### config.mk
export PLATFORM = sky130hd
export DESIGN_NAME = bcd_sum_display
export DESIGN_NICKNAME = d
export VERILOG_FILES = /design/src/rtl/bcd_pkg.sv /design/src/rtl/bcd_sum_display_bcd_to_7seg.sv /design/src/rtl/bcd_sum_display.sv
export SDC_FILE = /design/constraint.sdc
export NUM_CORES = 1
export LEC_CHECK = 0
export BUFFER_PORTS_ARGS = -buffer_cell sky130_fd_sc_hd__buf_2
export CAP_MARGIN = 20
export CORE_AREA = 2 2 60 62
export DETAILED_ROUTE_END_ITERATION = 10
export DIE_AREA = 0 0 62 64
export GPL_ROUTABILITY_DRIVEN = 0
export PLACE_DENSITY_LB_ADDON = 0.3
export SYNTH_ARGS = -nofsm -noshare
export SYNTH_HDL_FRONTEND = slang
export SYNTH_HIERARCHICAL = 1
export SYNTH_SLANG_ARGS = --single-unit
### constraint.sdc
create_clock -name clk -period 3.2 [get_ports clk]
set_clock_uncertainty 0.15 [all_clocks]
set_input_delay 0.32 -clock clk [delete_from_list [all_inputs] [get_ports clk]]
set_output_delay 0.32 -clock clk [all_outputs]
set_load 0.05 [all_outputs]
### src/rtl/bcd_pkg.sv
// Shared constants for the BCD sum display: active-high segment codes and
// the one-hot anode/digit-select encoding.
package bcd_pkg;

  // Segment bit order is {g,f,e,d,c,b,a}, active-high.
  localparam logic [6:0] SEG_0     = 7'h3F;
  localparam logic [6:0] SEG_1     = 7'h06;
  localparam logic [6:0] SEG_2     = 7'h5B;
  localparam logic [6:0] SEG_3     = 7'h4F;
  localparam logic [6:0] SEG_4     = 7'h66;
  localparam logic [6:0] SEG_5     = 7'h6D;
  localparam logic [6:0] SEG_6     = 7'h7D;
  localparam logic [6:0] SEG_7     = 7'h07;
  localparam logic [6:0] SEG_8     = 7'h7F;
  localparam logic [6:0] SEG_9     = 7'h6F;
  localparam logic [6:0] SEG_E     = 7'h79;
  localparam logic [6:0] SEG_R     = 7'h50;
  localparam logic [6:0] SEG_DASH  = 7'h40;
  localparam logic [6:0] SEG_BLANK = 7'h00;

  // Active-high anode pattern; bit 0 = units, bit 1 = tens.
  typedef enum logic [1:0] {
    DIG_NONE  = 2'b00,
    DIG_UNITS = 2'b01,
    DIG_TENS  = 2'b10
  } digit_t;

endpackage

### src/rtl/bcd_sum_display_bcd_to_7seg.sv
// Combinational BCD nibble to active-high 7-segment decoder; non-BCD
// nibbles decode to a dash.
module bcd_to_7seg
  import bcd_pkg::*;
(
  input  logic [3:0] digit,
  output logic [6:0] seg
);

  always_comb begin
    seg = SEG_DASH;
    case (digit)
      4'd0: seg = SEG_0;
      4'd1: seg = SEG_1;
      4'd2: seg = SEG_2;
      4'd3: seg = SEG_3;
      4'd4: seg = SEG_4;
      4'd5: seg = SEG_5;
      4'd6: seg = SEG_6;
      4'd7: seg = SEG_7;
      4'd8: seg = SEG_8;
      4'd9: seg = SEG_9;
      default: seg = SEG_DASH;
    endcase
  end

endmodule

### src/rtl/bcd_sum_display.sv
// Latches the BCD adder result and scans it onto a 2-digit multiplexed
// 7-segment display with guard blanking, leading-zero blanking and "Er" blink.
module bcd_sum_display
  import bcd_pkg::*;
#(
  parameter int SCAN_DIV   = 50000,
  parameter int GUARD      = 4,
  parameter int BLINK_DIV  = 16,
  parameter bit ACTIVE_LOW = 1'b1
) (
  input  logic       clk,
  input  logic       rst,
  input  logic       load,
  input  logic [3:0] s0,
  input  logic [3:0] s1,
  input  logic       error,
  output logic [6:0] seg,
  output logic [1:0] an
);

  localparam int CW = (SCAN_DIV > 1) ? $clog2(SCAN_DIV) : 1;
  localparam int BW = (BLINK_DIV > 1) ? $clog2(BLINK_DIV) : 1;
  localparam logic [6:0] SEG_INV = ACTIVE_LOW ? 7'h7F : 7'h00;
  localparam logic [1:0] AN_INV  = ACTIVE_LOW ? 2'b11 : 2'b00;

  logic [3:0]    d0;
  logic [3:0]    d1;
  logic          err_q;
  logic [CW-1:0] cnt;
  logic          dsel;
  logic [BW-1:0] blink_cnt;
  logic          blink_on;

  logic          wrap;
  logic [6:0]    dec_seg;
  logic [6:0]    seg_n;
  digit_t        an_n;

  assign wrap = (cnt == CW'(SCAN_DIV - 1));

  bcd_to_7seg u_dec (
    .digit (dsel ? d1 : d0),
    .seg   (dec_seg)
  );

  // Next display pattern, built only from registered state so the pins
  // see it one clock later and never glitch.
  always_comb begin
    seg_n = SEG_BLANK;
    an_n  = DIG_NONE;
    if (cnt >= CW'(GUARD)) begin
      if (err_q) begin
        if (blink_on) begin
          seg_n = dsel ? SEG_E : SEG_R;
          an_n  = dsel ? DIG_TENS : DIG_UNITS;
        end
      end else if (!dsel) begin
        seg_n = dec_seg;
        an_n  = DIG_UNITS;
      end else if (d1 != 4'd0) begin
        seg_n = dec_seg;
        an_n  = DIG_TENS;
      end
    end
  end

  always_ff @(posedge clk) begin
    if (rst) begin
      d0        <= '0;
      d1        <= '0;
      err_q     <= 1'b0;
      cnt       <= '0;
      dsel      <= 1'b0;
      blink_cnt <= '0;
      blink_on  <= 1'b1;
      seg       <= SEG_BLANK ^ SEG_INV;
      an        <= 2'(DIG_NONE) ^ AN_INV;
    end else begin
      cnt <= wrap ? '0 : cnt + 1'b1;
      if (wrap) dsel <= ~dsel;

      if (load) begin
        d0    <= s0;
        d1    <= s1;
        err_q <= error;
      end

      // A clean capture restarts the blink so leaving error is immediate;
      // the counter only advances at frame ends (tens-to-units wrap).
      if (load && !error) begin
        blink_cnt <= '0;
        blink_on  <= 1'b1;
      end else if (err_q && wrap && dsel) begin
        if (blink_cnt == BW'(BLINK_DIV - 1)) begin
          blink_cnt <= '0;
          blink_on  <= ~blink_on;
        end else begin
          blink_cnt <= blink_cnt + 1'b1;
        end
      end

      seg <= seg_n ^ SEG_INV;
      an  <= 2'(an_n) ^ AN_INV;
    end
  end

endmodule

==> summary by stage <==
Outcome
The run finished with clean final reports.

Setup path
The element type at the critical path start is a flop. The largest individual stage delay along the critical path comes from the cell sky130_fd_sc_hd__dfxtp_1. The setup check on the worst reg-to-reg path leaves a slack of 1170 ps. Traced cell by cell, the critical path runs through mux2_2 > ha_1 > mux2_2 > o22ai_1 > a21o_1 > nand2_1. On the worst path, the slowest cell contributes a delay of 560 ps.

The start-to-end type of the worst setup path is reg2reg. In this design, the critical path's most frequently occurring cell is sky130_fd_sc_hd__mux2_2. At the worst endpoint, the required time is 3280 ps. The maximum fanout along the worst path is 11. The capturing element type of the critical path is a flop. For the worst setup path, the data arrival time is 2110 ps.

Clocking
The number of gates resized after CTS is 0. The root buffer cell chosen for the clock tree is sky130_fd_sc_hd__clkbuf_4. The clock tree from TritonCTS is built. The later-pin clock latency in the skew report is 350 ps. The deepest level of the CTS H-tree is 2. Buffers inserted during clock tree synthesis total 5. After clock tree synthesis, the setup repair step added 0 buffers. Clock-pin slew was measured on the worst setup and hold paths at 120 ps.

The number of clock sinks is 40. The clock passes through at most 2 buffers. The number of hold buffers added after CTS is 0.

Pwr
The fraction of power spent switching nets is 25.24%. The power density over the cells is 416.5 nW/um^2. The register share of total power is 59.0%. The internal portion of the total power is 0.0006595 W. The analysis attributes to net switching a power of 0.0002227 W.

Across the VDD grid, the largest voltage drop is 0.2599 mV. In this run the static leakage power is 0.8155 nW. In this run, the clock network consumes 30.4% of the power. The fraction of power consumed by combinational cells is 10.6%.

Timing
For the finished layout, the period the worst path requires is 2025 ps. The period utilization is 63.28%. The final hold violation count is 0. Setup repair after global routing left no endpoint under its margin. Setup violations remaining at the end of the flow were counted as 0. The relative slew slack is 56.49%. The max-slew violation count is 0. At the pin with the least slew margin, the transition time is 644.2 ps. Timing would allow up to 493.8 MHz. Setup slack closes at 1175 ps. The aggregate negative setup slack is 0 ps.

Global route
The initial antenna violation count is 0. The via count of the first global-routing pass came to 1409. The first-pass GRT wire length is 5913 um. The maximum number of pins on one net before global-route repair is 16. After global routing the overflow that remains totals 0. The overall routing resource usage is 19.85%.

Hold path
The class of the most critical hold timing path is in2reg.

Logic synthesis
Synthesis handed over a netlist of 213 instances. In this run, synthesis inferred 0 flip-flops with an integrated enable. The sequential-to-total area share from yosys stat is 41.08%. The share of synthesized flip-flops with an asynchronous set or reset is 0%.

The cell area after synthesis is 1949 um^2. Counting flops and latches in the post-synthesis netlist gives 40. The count of distinct cell types in the synthesized netlist is 40. The post-synthesis area per instance is 9.152 um^2. The top flip-flop cell by instance count after synthesis is sky130_fd_sc_hd__dfxtp_1. The synthesized net count is 234. The count of synthesis-stage warnings from yosys is 6.

Drt
The sum of routed wire length over all layers is 3485 um. The first-pass detailed-route iteration total is 4. In the routed layout, each cell is associated on average with a via count of 5.462. The number of remaining DRC errors is 0.

The average wire length per cell after detail routing is 12.49 um. For this block, the initial DRC count from the detailed router was 91. Once detail routing completed, the nets flagged for antenna violations numbered 0. Summing over every cut layer, the via total after detailed routing is 1524.

Die
The initial utilization of the core area, before any placement, comes to 59.35%. The count of boundary I/O pins is 21. The count of standard-cell rows is 21. The height of the chip is 64 um. The floorplan step defined a core boundary enclosing 3284 um^2. The die boundary width is 62 um. The die outline area is 3968 um^2.

Finish
The utilization after layout is 64.50%. The post-layout net count is 253. The repair_antennas step left the layout with diodes totalling 0. The post-route netlist has 15.88% of its cells at a drive strength greater than 1.

The synthesis-to-finish area growth is 8.665%.

Placed design
At the placement stage, the worst setup path has a slack of 1184 ps. Buffers placed on the I/O ports in this run total 20. Once detailed placement completed, the half-perimeter wirelength came to 2495 um.

Job
The tool flagged a number of max-cap violations equal to 0.
==> final cells by class <==
type	instances	area (um^2)
well taps	46	57.56
multi-input cells	153	1056
clock buffers	8	58.81
inverters	12	45.04
repair buffers	20	100.1
flip-flops and latches	40	800.8
fillers	297	1166
==> registers in the layout, summed over array words and instances (netlist names) <==
name	flops
d1	4
cnt	16
seg	7
err_q	1
blink_cnt	4
dsel	1
d0	4
an	2
blink_on	1
==> stage by stage <==
stage / total power [W] / instance area, um^2 / std cells / hold WS [ps]
detailed placement: 0.0006258 / 2059 / 271 / 334.0
finish: 0.0008822 / 2118 / 279 / 36.71
CTS: 0.0008888 / 2118 / 279 / 32.75
global placement: 0.0006236 / 2059 / 271 / 300.1
floorplan: 0.0006064 / 1949 / 213 / 287.2
global route: 0.0009205 / 2118 / 279 / 38.73
==> metal layers <==
layer | up-vias | routed length (um) | track usage (%) | share of wire [%]
li1 | 781 | - | - | -
met1 | 714 | 1620 | 24.24 | 46
met2 | 23 | 1666 | 31.90 | 48
met3 | 6 | 141 | 6.275 | 4.0
met4 | 0 | 57 | 7.181 | 1.6
met5 | - | 0 | 0 | 0
==> Yosys cell counts (2+ instances only) <==
master                      n  area (um^2)
sky130_fd_sc_hd__a21o_1     6        45.04
sky130_fd_sc_hd__a21oi_1    6        30.03
sky130_fd_sc_hd__a22o_1     2        17.52
sky130_fd_sc_hd__and2_1     2        12.51
sky130_fd_sc_hd__and3_1     3        18.77
sky130_fd_sc_hd__and4_1     2        17.52
sky130_fd_sc_hd__buf_2      2        10.01
sky130_fd_sc_hd__buf_6      2        22.52
sky130_fd_sc_hd__clkbuf_1   3        11.26
sky130_fd_sc_hd__dfxtp_1   40        800.8
sky130_fd_sc_hd__ha_1       9        112.6
sky130_fd_sc_hd__inv_1     12        45.04
sky130_fd_sc_hd__mux2_2     5        56.30
sky130_fd_sc_hd__mux2i_1    8        80.08
sky130_fd_sc_hd__nand2_1   13        48.80
sky130_fd_sc_hd__nand2b_1   4        25.02
sky130_fd_sc_hd__nand3_1    7        35.03
sky130_fd_sc_hd__nand4_1    4        25.02
sky130_fd_sc_hd__nand4b_1   2        17.52
sky130_fd_sc_hd__nor2_1    29        108.9
sky130_fd_sc_hd__nor2b_1    2        12.51
sky130_fd_sc_hd__nor3_1     4        20.02
sky130_fd_sc_hd__nor4_1     9        56.30
sky130_fd_sc_hd__o21ai_0    4        20.02
sky130_fd_sc_hd__o22ai_1    3        18.77
sky130_fd_sc_hd__o31a_1     2        17.52
sky130_fd_sc_hd__o31ai_1    2        15.01
sky130_fd_sc_hd__xnor2_1   13        113.9
sky130_fd_sc_hd__xor2_1     2        17.52
==> layout by cell type (no fill, tap or decap), types with 2 or more instances in the layout <==
master and count:
sky130_fd_sc_hd__nor4_1 9, sky130_fd_sc_hd__nand4b_1 2, sky130_fd_sc_hd__and4_1 2, sky130_fd_sc_hd__buf_2 20, sky130_fd_sc_hd__o31ai_1 2, sky130_fd_sc_hd__dfxtp_1 40
sky130_fd_sc_hd__a21oi_1 6, sky130_fd_sc_hd__o21ai_0 4, sky130_fd_sc_hd__mux2i_1 8, sky130_fd_sc_hd__clkbuf_1 2, sky130_fd_sc_hd__nor2b_1 2, sky130_fd_sc_hd__o22ai_1 3
sky130_fd_sc_hd__clkbuf_4 5, sky130_fd_sc_hd__nor2_1 29, sky130_fd_sc_hd__and3_1 3, sky130_fd_sc_hd__nand2b_1 4, sky130_fd_sc_hd__nand3_1 7, sky130_fd_sc_hd__ha_1 9
sky130_fd_sc_hd__a22o_1 2, sky130_fd_sc_hd__xor2_1 2, sky130_fd_sc_hd__inv_1 12, sky130_fd_sc_hd__and2_1 2, sky130_fd_sc_hd__o31a_1 2, sky130_fd_sc_hd__mux2_2 5
sky130_fd_sc_hd__xnor2_1 13, sky130_fd_sc_hd__a21o_1 6, sky130_fd_sc_hd__nand4_1 4, sky130_fd_sc_hd__nand2_1 13, sky130_fd_sc_hd__nor3_1 4
==> logic make-up after synthesis <==
group | Yosys count | synth area share, %
flip-flops | 40 | 41.08
AND/OR/NAND/NOR | 89 | 25.16
multiplexers | 13 | 6.996
adder cells (fa/ha/maj) | 9 | 5.777
buffers and inverters | 20 | 4.749
AO/OA/AOI/OAI | 27 | 9.499
XOR/XNOR | 15 | 6.740
==> power by group through the flow <==
stage	clock (W)	sequential, W	combinational (W)
global route	0.000293	0.000523	0.000105
global placement	0	0.000532	0.0000920
finish	0.000268	0.000521	0.0000933
CTS	0.000274	0.000521	0.0000941
detailed placement	0	0.000532	0.0000939
floorplan	0	0.000538	0.0000682
==> worst max-delay path: cells and delay by family, from the launching register on <==
family	cells	cell delay, ps
fa+ha+maj	1	200
flops	1	560
compound gates	2	280
mux	2	680
simple gates	1	40
==> path summary, 6_finish.rpt <==
kind	start	end	depth (start not counted)
max	dsel	seg[0]	6
min	s1[3]	d1[3]	3
max reg2reg	dsel	seg[0]	6
min reg2reg	blink_cnt[3]	blink_cnt[3]	2
No activity file was read; power rests on OpenSTA's default activity.
